$ cat src/rtl/axi_sram_rd_slave_pkg.sv
// Shared types and constants for the SRAM-backed AXI read slave.
// The optional WRAP burst support is enabled with the AXI_RD_WRAP_EN macro.
package axi_sram_rd_slave_pkg;

    typedef enum logic [1:0] {
        BurstFixed = 2'b00,
        BurstIncr  = 2'b01,
        BurstWrap  = 2'b10
    } burst_t;

    typedef enum logic [2:0] {
        StIdle,
        StFetch,
        StLoad,
        StData,
        StErr
    } rd_slave_state_t;

    localparam logic [1:0] RESP_OKAY   = 2'b00;
    localparam logic [1:0] RESP_SLVERR = 2'b10;
    localparam logic [2:0] SIZE_4B     = 3'b010;

    // Wrap bursts need a power-of-two beat count of at least two.
    function automatic logic wrap_len_ok(input logic [3:0] len);
        return len inside {4'd1, 4'd3, 4'd7, 4'd15};
    endfunction

endpackage

$ cat src/rtl/axi_sram_rd_slave_if.sv
// AXI read address and read data channels between interconnect and read slave.
interface axi_sram_rd_slave_if #(
    parameter int unsigned ID_W   = 8,
    parameter int unsigned ADDR_W = 32,
    parameter int unsigned DATA_W = 32
);
    logic [ID_W-1:0]   ARID;
    logic [ADDR_W-1:0] ARADDR;
    logic [3:0]        ARLEN;
    logic [2:0]        ARSIZE;
    logic [1:0]        ARBURST;
    logic              ARVALID;
    logic              ARREADY;

    logic [ID_W-1:0]   RID;
    logic [DATA_W-1:0] RDATA;
    logic [1:0]        RRESP;
    logic              RLAST;
    logic              RVALID;
    logic              RREADY;

    modport master (
        output ARID, ARADDR, ARLEN, ARSIZE, ARBURST, ARVALID, RREADY,
        input  ARREADY, RID, RDATA, RRESP, RLAST, RVALID
    );

    modport slave (
        input  ARID, ARADDR, ARLEN, ARSIZE, ARBURST, ARVALID, RREADY,
        output ARREADY, RID, RDATA, RRESP, RLAST, RVALID
    );

endinterface

$ cat src/rtl/axi_sram_rd_slave_addr_gen.sv
// Combinational next-word-address for FIXED/INCR/WRAP bursts.
// WRAP windows apply only when AXI_RD_WRAP_EN is defined; otherwise WRAP acts as INCR.
module axi_sram_rd_slave_addr_gen
    import axi_sram_rd_slave_pkg::*;
#(
    parameter int unsigned MEM_AW = 14
) (
    input  logic [MEM_AW-1:0] addr,
    input  logic [3:0]        len,
    input  burst_t            burst,
    output logic [MEM_AW-1:0] next_addr
);

    logic [MEM_AW-1:0] incr_addr;
    assign incr_addr = addr + MEM_AW'(1);

`ifdef AXI_RD_WRAP_EN
    logic [MEM_AW-1:0] wrap_mask;
    logic [MEM_AW-1:0] wrap_addr;
    assign wrap_mask = MEM_AW'(len);
    assign wrap_addr = (addr & ~wrap_mask) | (incr_addr & wrap_mask);
`else
    logic unused_len;
    assign unused_len = ^len;
`endif

    always_comb begin
        next_addr = incr_addr;
        case (burst)
            BurstFixed: next_addr = addr;
            BurstIncr:  next_addr = incr_addr;
`ifdef AXI_RD_WRAP_EN
            BurstWrap:  next_addr = wrap_addr;
`else
            BurstWrap:  next_addr = incr_addr;
`endif
            default:    next_addr = incr_addr;
        endcase
    end

endmodule

$ cat src/rtl/axi_sram_rd_slave.sv
// AXI read slave front end for a single-port synchronous SRAM, one beat in flight.
// Optional WRAP burst support is selected by the AXI_RD_WRAP_EN macro.
module axi_sram_rd_slave
    import axi_sram_rd_slave_pkg::*;
#(
    parameter int unsigned ID_W   = 8,
    parameter int unsigned ADDR_W = 32,
    parameter int unsigned DATA_W = 32,
    parameter int unsigned MEM_AW = 14
) (
    input  logic                clk,
    input  logic                rst,
    axi_sram_rd_slave_if.slave  bus,
    output logic                SRAM_CS,
    output logic                SRAM_OE,
    output logic [MEM_AW-1:0]   SRAM_A,
    input  logic [DATA_W-1:0]   SRAM_DO
);

    rd_slave_state_t   state_q, state_d;
    logic [ID_W-1:0]   id_q, id_d;
    logic [3:0]        len_q, len_d;
    burst_t            burst_q, burst_d;
    logic [MEM_AW-1:0] addr_q, addr_d;
    logic [3:0]        beat_q, beat_d;
    logic [DATA_W-1:0] rdata_q, rdata_d;

    logic [MEM_AW-1:0] next_addr;
    logic              last_beat;
    logic              bad_req;
    logic              unused_araddr;

    assign unused_araddr = ^{bus.ARADDR[ADDR_W-1:MEM_AW+2], bus.ARADDR[1:0]};
    assign last_beat     = (beat_q == len_q);

`ifdef AXI_RD_WRAP_EN
    assign bad_req = (bus.ARSIZE != SIZE_4B) ||
                     ((burst_t'(bus.ARBURST) == BurstWrap) && !wrap_len_ok(bus.ARLEN));
`else
    assign bad_req = (bus.ARSIZE != SIZE_4B);
`endif

    axi_sram_rd_slave_addr_gen #(
        .MEM_AW (MEM_AW)
    ) u_addr_gen (
        .addr      (addr_q),
        .len       (len_q),
        .burst     (burst_q),
        .next_addr (next_addr)
    );

    always_ff @(posedge clk or posedge rst) begin
        if (rst) begin
            state_q <= StIdle;
            id_q    <= '0;
            len_q   <= '0;
            burst_q <= BurstFixed;
            addr_q  <= '0;
            beat_q  <= '0;
            rdata_q <= '0;
        end else begin
            state_q <= state_d;
            id_q    <= id_d;
            len_q   <= len_d;
            burst_q <= burst_d;
            addr_q  <= addr_d;
            beat_q  <= beat_d;
            rdata_q <= rdata_d;
        end
    end

    always_comb begin
        state_d     = state_q;
        id_d        = id_q;
        len_d       = len_q;
        burst_d     = burst_q;
        addr_d      = addr_q;
        beat_d      = beat_q;
        rdata_d     = rdata_q;
        bus.ARREADY = 1'b0;
        SRAM_CS     = 1'b0;
        SRAM_OE     = 1'b0;

        unique case (state_q)
            StIdle: begin
                bus.ARREADY = 1'b1;
                if (bus.ARVALID) begin
                    id_d    = bus.ARID;
                    len_d   = bus.ARLEN;
                    burst_d = burst_t'(bus.ARBURST);
                    addr_d  = bus.ARADDR[MEM_AW+1:2];
                    beat_d  = '0;
                    state_d = bad_req ? StErr : StFetch;
                end
            end
            StFetch: begin
                SRAM_CS = 1'b1;
                SRAM_OE = 1'b1;
                state_d = StLoad;
            end
            StLoad: begin
                SRAM_CS = 1'b1;
                SRAM_OE = 1'b1;
                rdata_d = SRAM_DO;
                state_d = StData;
            end
            StData: begin
                if (bus.RREADY) begin
                    if (last_beat) begin
                        state_d = StIdle;
                    end else begin
                        beat_d  = beat_q + 4'd1;
                        addr_d  = next_addr;
                        state_d = StFetch;
                    end
                end
            end
            StErr: begin
                if (bus.RREADY) begin
                    if (last_beat) begin
                        state_d = StIdle;
                    end else begin
                        beat_d = beat_q + 4'd1;
                    end
                end
            end
            default: state_d = StIdle;
        endcase
    end

    // R channel is decoded from state and registers only, never from RREADY.
    always_comb begin
        bus.RVALID = (state_q == StData) || (state_q == StErr);
        bus.RID    = bus.RVALID ? id_q : '0;
        bus.RDATA  = (state_q == StData) ? rdata_q : '0;
        bus.RRESP  = (state_q == StErr) ? RESP_SLVERR : RESP_OKAY;
        bus.RLAST  = bus.RVALID && last_beat;
        SRAM_A     = SRAM_CS ? addr_q : '0;
    end

endmodule

$ cat src/flat_wrapper.sv
// flat-port wrapper written by rule: the top's interface ports become plain ports
module axi_sram_rd_slave_flat import axi_sram_rd_slave_pkg::*;
#(
    parameter int unsigned ID_W   = 8,
    parameter int unsigned ADDR_W = 32,
    parameter int unsigned DATA_W = 32,
    parameter int unsigned MEM_AW = 14
)
  (clk, rst, SRAM_CS, SRAM_OE, SRAM_A, SRAM_DO, bus_ARID, bus_ARADDR, bus_ARLEN, bus_ARSIZE, bus_ARBURST, bus_ARVALID, bus_RREADY, bus_ARREADY, bus_RID, bus_RDATA, bus_RRESP, bus_RLAST, bus_RVALID);
  axi_sram_rd_slave_if #(.ID_W(ID_W), .ADDR_W(ADDR_W), .DATA_W(DATA_W)) bus_i ();
  input  logic clk;
  input  logic rst;
  output logic SRAM_CS;
  output logic SRAM_OE;
  output logic [MEM_AW-1:0] SRAM_A;
  input  logic [DATA_W-1:0] SRAM_DO;
  input wire logic [$bits(bus_i.ARID)-1:0] bus_ARID;
  input wire logic [$bits(bus_i.ARADDR)-1:0] bus_ARADDR;
  input wire logic [$bits(bus_i.ARLEN)-1:0] bus_ARLEN;
  input wire logic [$bits(bus_i.ARSIZE)-1:0] bus_ARSIZE;
  input wire logic [$bits(bus_i.ARBURST)-1:0] bus_ARBURST;
  input wire logic [$bits(bus_i.ARVALID)-1:0] bus_ARVALID;
  input wire logic [$bits(bus_i.RREADY)-1:0] bus_RREADY;
  output wire logic [$bits(bus_i.ARREADY)-1:0] bus_ARREADY;
  output wire logic [$bits(bus_i.RID)-1:0] bus_RID;
  output wire logic [$bits(bus_i.RDATA)-1:0] bus_RDATA;
  output wire logic [$bits(bus_i.RRESP)-1:0] bus_RRESP;
  output wire logic [$bits(bus_i.RLAST)-1:0] bus_RLAST;
  output wire logic [$bits(bus_i.RVALID)-1:0] bus_RVALID;
  assign bus_i.ARID = bus_ARID;
  assign bus_i.ARADDR = bus_ARADDR;
  assign bus_i.ARLEN = bus_ARLEN;
  assign bus_i.ARSIZE = bus_ARSIZE;
  assign bus_i.ARBURST = bus_ARBURST;
  assign bus_i.ARVALID = bus_ARVALID;
  assign bus_i.RREADY = bus_RREADY;
  assign bus_ARREADY = bus_i.ARREADY;
  assign bus_RID = bus_i.RID;
  assign bus_RDATA = bus_i.RDATA;
  assign bus_RRESP = bus_i.RRESP;
  assign bus_RLAST = bus_i.RLAST;
  assign bus_RVALID = bus_i.RVALID;
  axi_sram_rd_slave #(.ID_W(ID_W), .ADDR_W(ADDR_W), .DATA_W(DATA_W), .MEM_AW(MEM_AW)) u_core (.clk(clk), .rst(rst), .bus(bus_i), .SRAM_CS(SRAM_CS), .SRAM_OE(SRAM_OE), .SRAM_A(SRAM_A), .SRAM_DO(SRAM_DO));
endmodule
$ cat config.mk
export PLATFORM = sky130hd
export DESIGN_NAME = axi_sram_rd_slave_flat
export DESIGN_NICKNAME = d
export VERILOG_FILES = /design/src/rtl/axi_sram_rd_slave_pkg.sv /design/src/rtl/axi_sram_rd_slave_if.sv /design/src/rtl/axi_sram_rd_slave_addr_gen.sv /design/src/rtl/axi_sram_rd_slave.sv /design/src/flat_wrapper.sv
export SDC_FILE = /design/constraint.sdc
export NUM_CORES = 1
export LEC_CHECK = 0
export CAP_MARGIN = 40
export CORE_MARGIN = 1.5
export CORE_UTILIZATION = 47
export CTS_BUF_LIST = sky130_fd_sc_hd__clkbuf_16
export CTS_CLUSTER_SIZE = 20
export DETAILED_ROUTE_END_ITERATION = 8
export GPL_TIMING_DRIVEN = 0
export HOLD_SLACK_MARGIN = 0.12
export PLACE_DENSITY = 0.95
export SETUP_SLACK_MARGIN = 0.1
export SYNTH_ARGS = -nofsm -noshare
export SYNTH_HDL_FRONTEND = slang
export SYNTH_SLANG_ARGS = --single-unit
$ cat constraint.sdc
create_clock -name clk -period 3.11 [get_ports clk]
set_input_delay 0.4665 -clock clk [delete_from_list [all_inputs] [get_ports clk]]
set_output_delay 0.4665 -clock clk [all_outputs]
set_load 0.05 [all_outputs]
==> out/results.txt <==
Synth Net Count: 438
Largest delay contributor family on the critical path: buffers and inverters
Max Cap Viol: 0
Pre-antenna DRT Iters: 4
Worst path cell trace: buf_4 -> xnor2_1 -> nor2_1 -> clkbuf_1 -> and2_1 -> dlygate4sd2_1
Number of distinct library cells after synthesis: 51
Final net count: 576
CTS hold repair buffers: 0
Vias/cell: 5.42
Placed Instances: 577
FF+latch count, synth: 67
WL/cell: 15.9 um
Most numerous cell in the Yosys netlist: dfrtp_1
Min-Delay Path Class: reg -> reg
Min cycle time layout: 2.89 ns
Initial Util: 48.5%
Yosys warnings: 0
Antenna violations before repair: 0
Antenna cells: 0
Clock Latency Late Sink: 0.33 ns
Req. time, crit path: 2.64 ns
CTS Sinks: 67
VDD IR-drop max: 0.475 mV
Worst R2R Start: u_core.state_q[2]
CTS tree: done
Global-route wire length before repair: 14500 um
Worst hold slack: 0.465 ns
Headroom to the max-slew limit: 51.7%
Gr ovfl total: 0
Max incr delay on CP: 0.53 ns
Root Driver: clkbuf_16
WHS Path Cells: 2
Pwr Density: 814 nW/um^2
Routability Congestion: 0.889
Vias: 3216
Worst-margin pin slew: 0.720 ns
Post-placement cell area: 4930 sq um
H-tree levels: 3
Sequential fraction of the synthesis area: 47.6%
CP max stage cell: dlygate4sd2_1
Port bufs: 126
Top post-synthesis cells by area: dfrtp_1 48%, mux2_2 11%, and2_1 8.4%
CORE AREA: 7250 sq um
Leakage power: 2.44 nW
Top-area cell type share of the netlist area: 47.6%
Hold_sp: u_core.id_q[1]
CP max FO: 11
Worst setup EP type: primary output
Total CTS buffers: 9
Setup Skew: 0.0102 ns
Post-synth top area cell: dfrtp_1
Chip Width: 89.6 um
WP depth: 6
Non-filler cells, final: 593
Final hold vios: 0
Largest net degree at the start of global routing: 35
Clock Tree Buf Depth: 2
Mapped Area: 3520 sq um
CP bufs+invs: 3
Synth cell count leaders: 67 x dfrtp_1, 58 x nand2_1, 47 x and2_1
Crit path kind: reg -> out
Layout cells sized above 1: 19.2%
Async S/R FF share, synth: 100%
Reg2Reg Setup Slack: 1.22 ns
Fin area: 5130 sq um
Reg2Reg Depth: 4
Num rows: 31
Vert. Die Dim: 89.6 um
Reg2Reg Capture Point: u_core.rdata_q[17]
Final wirelength: 9400 um
Fmax: 346 MHz
Cells after Synth: 351
Slew Limit Fails: 0
Vias in the first global route: 3232
DRC Markers: 0
# IOs: 146
WHS Endpoint: u_core.id_q[1]
CTS clk-pin slew, worst paths: 0.05 ns
GRT Total Usage: 23.9%
Final period util: 93.1%
Syn_area_per_cell: 10.0 sq um
Post-detail-place hpwl: 6940 um
Die area: 8020 sq um
DRT iter0 DRCs: 165
Final setup fails: 0
Status: completed
RSZ-0062 raised after global routing: false
Routed Antenna Nets: 0
Post-synth EDFFs: 0
Arrival @ worst endpoint: 2.43 ns
Main flop type after synthesis: dfrtp_1
Area Overhead vs Synth: 45.7%
Critical Path Start Type: flip-flop
-- how the worst max path moves through the flow --
stage | start | slack, ns | endpoint
global route | u_core.state_q[1] | 0.11 | bus_RDATA[22]
CTS | u_core.state_q[1] | 0.11 | SRAM_CS
floorplan | u_core.state_q[1] | 0.69 | SRAM_A[10]
detailed placement | u_core.state_q[1] | 0.08 | bus_RDATA[9]
global placement | rst | -0.16 | u_core.addr_q[9]
finish | u_core.state_q[1] | 0.22 | SRAM_A[5]
-- final cells by class --
type | count | area [sq um]
sequential | 67 | 1680
inverter | 3 | 11.3
tap | 99 | 124
fill | 544 | 2120
multi-input combinational | 259 | 1710
clock buffer | 9 | 225
clock inverter | 7 | 61.3
timing repair buffer | 127 | 1200
buffer | 22 | 121
-- tightest hold or removal path, delay by kind of cell, from the launching register on --
kind / cells / cell delay (ns)
DFF: 1 / 0.33
and+or+nand+nor: 2 / 0.11
-- cells in the final DEF (no fill, tap or decap), types with 3 or more instances in the layout --
cell type / n
clkdlybuf4s50_1: 76
dfrtp_1: 67
nand2_1: 58
and2_1: 47
mux2_2: 33
dlygate4sd2_1: 20
clkbuf_2: 19
nor2_1: 14
a21oi_1: 11
nor3_1: 10
o21ai_0: 10
dlymetal6s2s_1: 10
clkbuf_16: 9
buf_2: 8
nor2b_1: 8
clkbuf_1: 7
nand3_1: 6
xnor2_1: 5
o21ai_1: 5
inv_1: 4
nor4_1: 4
buf_4: 3
o22ai_1: 3
o32a_1: 3
or2_2: 3
clkdlybuf4s15_1: 3
-- power by group --
part           internal (mW)  switching, mW  total (mW)
logic                  0.681          0.898        1.58
clock network          0.610          0.368       0.978
registers               1.30          0.316        1.62
total                   2.59           1.58        4.18
-- state kept, by name, indices dropped and copies added, names as in the netlist --
signal	cells
u_core.id_q	8
u_core.burst_q	2
u_core.rdata_q	32
u_core.beat_q	4
u_core.addr_q	14
u_core.state_q	3
u_core.len_q	4
-- per-stage QoR --
step	power [mW]	setup slack [ns]	setup TNS, ns	utilization, %
final	4.18	0.216	0	70.7
after global routing	4.40	0.110	0	70.7
after CTS	4.19	0.109	0	71.2
after detailed placement	3.21	0.0805	0	67.9
after global placement	3.09	-0.157	-10.28	67.6
after floorplan	2.67	0.687	0	-
-- cells by family after synthesis --
kind of cell | after synthesis | synth area share (%)
AOI/OAI and AO/OA | 50 | 9.99
adders and majority gates | 2 | 0.711
other | 1 | 0.107
buffers and inverters | 25 | 3.70
muxes | 34 | 10.8
and+or+nand+nor | 167 | 25.8
DFF | 67 | 47.6
xor gates and xnor gates | 5 | 1.24
-- timing repair --
action | in CTS | in global routing
buffers inserted | 0 | 0
resized for setup | 42 | 47
pin swaps | 0 | 0
endpoints found under the hold margin | 0 | 0
endpoints found under the setup margin | 50 | 30
-- routing by layer --
metal / track usage (%) / vias to the layer above / part of all wire [%]
li1: - / 1482 / -
met1: 26.5 / 1544 / 37
met2: 41.5 / 161 / 52
met3: 7.76 / 29 / 8.3
met4: 10.9 / 0 / 2.8
met5: 0 / - / 0
No activity file was read; power rests on OpenSTA's default activity.
==> edit, RTL diff (same settings) <==
`DATA_W` is set to 32 in 3 places; all go to 28.
--- a/src/rtl/axi_sram_rd_slave_if.sv
+++ b/src/rtl/axi_sram_rd_slave_if.sv
@@ -2,7 +2,7 @@
 interface axi_sram_rd_slave_if #(
     parameter int unsigned ID_W   = 8,
     parameter int unsigned ADDR_W = 32,
-    parameter int unsigned DATA_W = 32
+    parameter int unsigned DATA_W = 28
 );
     logic [ID_W-1:0]   ARID;
     logic [ADDR_W-1:0] ARADDR;
--- a/src/rtl/axi_sram_rd_slave.sv
+++ b/src/rtl/axi_sram_rd_slave.sv
@@ -5,7 +5,7 @@
 #(
     parameter int unsigned ID_W   = 8,
     parameter int unsigned ADDR_W = 32,
-    parameter int unsigned DATA_W = 32,
+    parameter int unsigned DATA_W = 28,
     parameter int unsigned MEM_AW = 14
 ) (
     input  logic                clk,
--- a/src/flat_wrapper.sv
+++ b/src/flat_wrapper.sv
@@ -3,7 +3,7 @@
 #(
     parameter int unsigned ID_W   = 8,
     parameter int unsigned ADDR_W = 32,
-    parameter int unsigned DATA_W = 32,
+    parameter int unsigned DATA_W = 28,
     parameter int unsigned MEM_AW = 14
 )
   (clk, rst, SRAM_CS, SRAM_OE, SRAM_A, SRAM_DO, bus_ARID, bus_ARADDR, bus_ARLEN, bus_ARSIZE, bus_ARBURST, bus_ARVALID, bus_RREADY, bus_ARREADY, bus_RID, bus_RDATA, bus_RRESP, bus_RLAST, bus_RVALID);
Interface: changed (resized SRAM_DO and bus_RDATA); port bits go from 146 to 138. No check against the original RTL was run, so the function may have changed too.
==> edit against the original RTL <==
- worst setup slack improved by 0.0025 ns
- routed wire length fell by 4.6%
- fmax barely moved
- first-iteration DRC count rose by 42%
- synthesized cell count fell by 2.8%
- synthesized area fell by 3.9%
- cell area fell by 4.0%
- total power fell by 5.8%
- sequential cell count fell by 4
- non-clock buffer count fell by 3
- critical path type unchanged
- critical endpoint is now bus_RDATA[15]
- largest cell class unchanged
- largest power group is now combinational cells
==> edit: results (changes against the original RTL) <==
placement:
  gp_congestion: 0.895  # +0.61%
  placed_cells: 556  # -3.6%
  dpl.hpwl_mm: 6.53  # -5.9%
grt:
  first_global_vias: 3149  # -2.6%
  track_usage_pct: 24.6  # +0.67 points
  grt_pass1_wl_mm: 14.6  # +0.33%
worst_hold_path:
  min_from: "u_core.burst_q[1]"
  hold-path-endpoint: "u_core.burst_q[1]"
critical_path:
  reg2reg_depth: 5  # +1
  r2r_end: "u_core.state_q[2]"
  r2r_start: "u_core.beat_q[1]"
  cp-endpoint: "bus_RDATA[15]"
  r2r_slack_ns: 0.94  # -0.28 ns
logic_synthesis:
  syn_nets: 424  # -3.2%
  ys_seq_area_share_pct: 46.6  # -1.0 points
  synth.area.top_cells: "dfrtp_1 (47%), mux2_2 (10%), and2_1 (9.6%), nand2_1 (6.4%), buf_2 (1.5%)"
  ys_ff_latch: 63  # -6.0%
  avgSynthCellArea_um2: 9.93  # -1.1%
  ys_types: 52  # +2.0%
  yosys-top-cells-count: "dfrtp_1 (63), nand2_1 (58), and2_1 (52), mux2_2 (30), clkbuf_1 (13)"
cells_and_area:
  syn2layout_area_growth_pct: 45.5
  final-clk-cell-share_pct: 5.72  # +0.13 points
  nMultiInputCombCells: 246  # -5.0%
  n_all_inverters: 5  # +2
  buffers: 146  # -2.0%
  regArea_um2: 1580  # -6.0%
  layout-drive-gt1-share_pct: 17.4  # -1.8 points
  final_nets: 554  # -3.8%
  multi_input_area_share_pct: 33.6  # +0.23 points
  fill_cells: 519  # -4.6%
  largestRegisters: "u_core.rdata_q (28), u_core.addr_q (14), u_core.id_q (8)"
drt:
  drtIter0Drc: 234  # +42%
  wl_per_cell_um: 15.7  # -1.1%
  wl_mm: 8.97  # -4.6%
  vias_per_cell: 5.44  # +0.38%
  drt-pass1-iter-count: 6  # +2
status:
  status: "complete, no violations"
timing:
  tightest_slew_ns: 0.700  # -0.0199 ns
power:
  p_leak_nw: 2.25  # -7.6%
  peakVddDrop_mv: 0.567  # +19%
[edit: power breakdown]
group | internal [W] | switching [W]
clock | 0.000606 | 0.000338
combinational | 0.000621 | 0.000885
sequential | 0.00121 | 0.000274
[edit: timing repair]
action,CTS,global route
setup endpoints to repair,48,29
setup buffers,0,0
hold endpoints to repair,0,0
gates resized for setup,48,42
[edit: logic make-up (layout without fill, tap and decap cells)]
family	Yosys count	count (layout)	share of synthesized area, %
AOI/OAI and AO/OA	46	46	10.4
other	1	1	0.111
xor gates and xnor gates	5	5	1.29
DFF	63	63	46.6
muxes	32	32	11.1
adders and majority gates	2	2	0.739
and+or+nand+nor	160	160	25.3
buffers and inverters	32	167	4.47
[edit: worst min-delay path, cell delays in order (launching register included)]
cell and delay (ns):
dfrtp_1 0.33, nand2_1 0.05, nand2_1 0.05
[edit: routing by layer]
layer  part of all wire (%)  GRT usage, %  wire, um
met1                     40          29.9      3610
met5                      0             0         0
met3                    8.5          5.84       767
met2                     49          41.2      4400
met4                    2.2          11.3       199
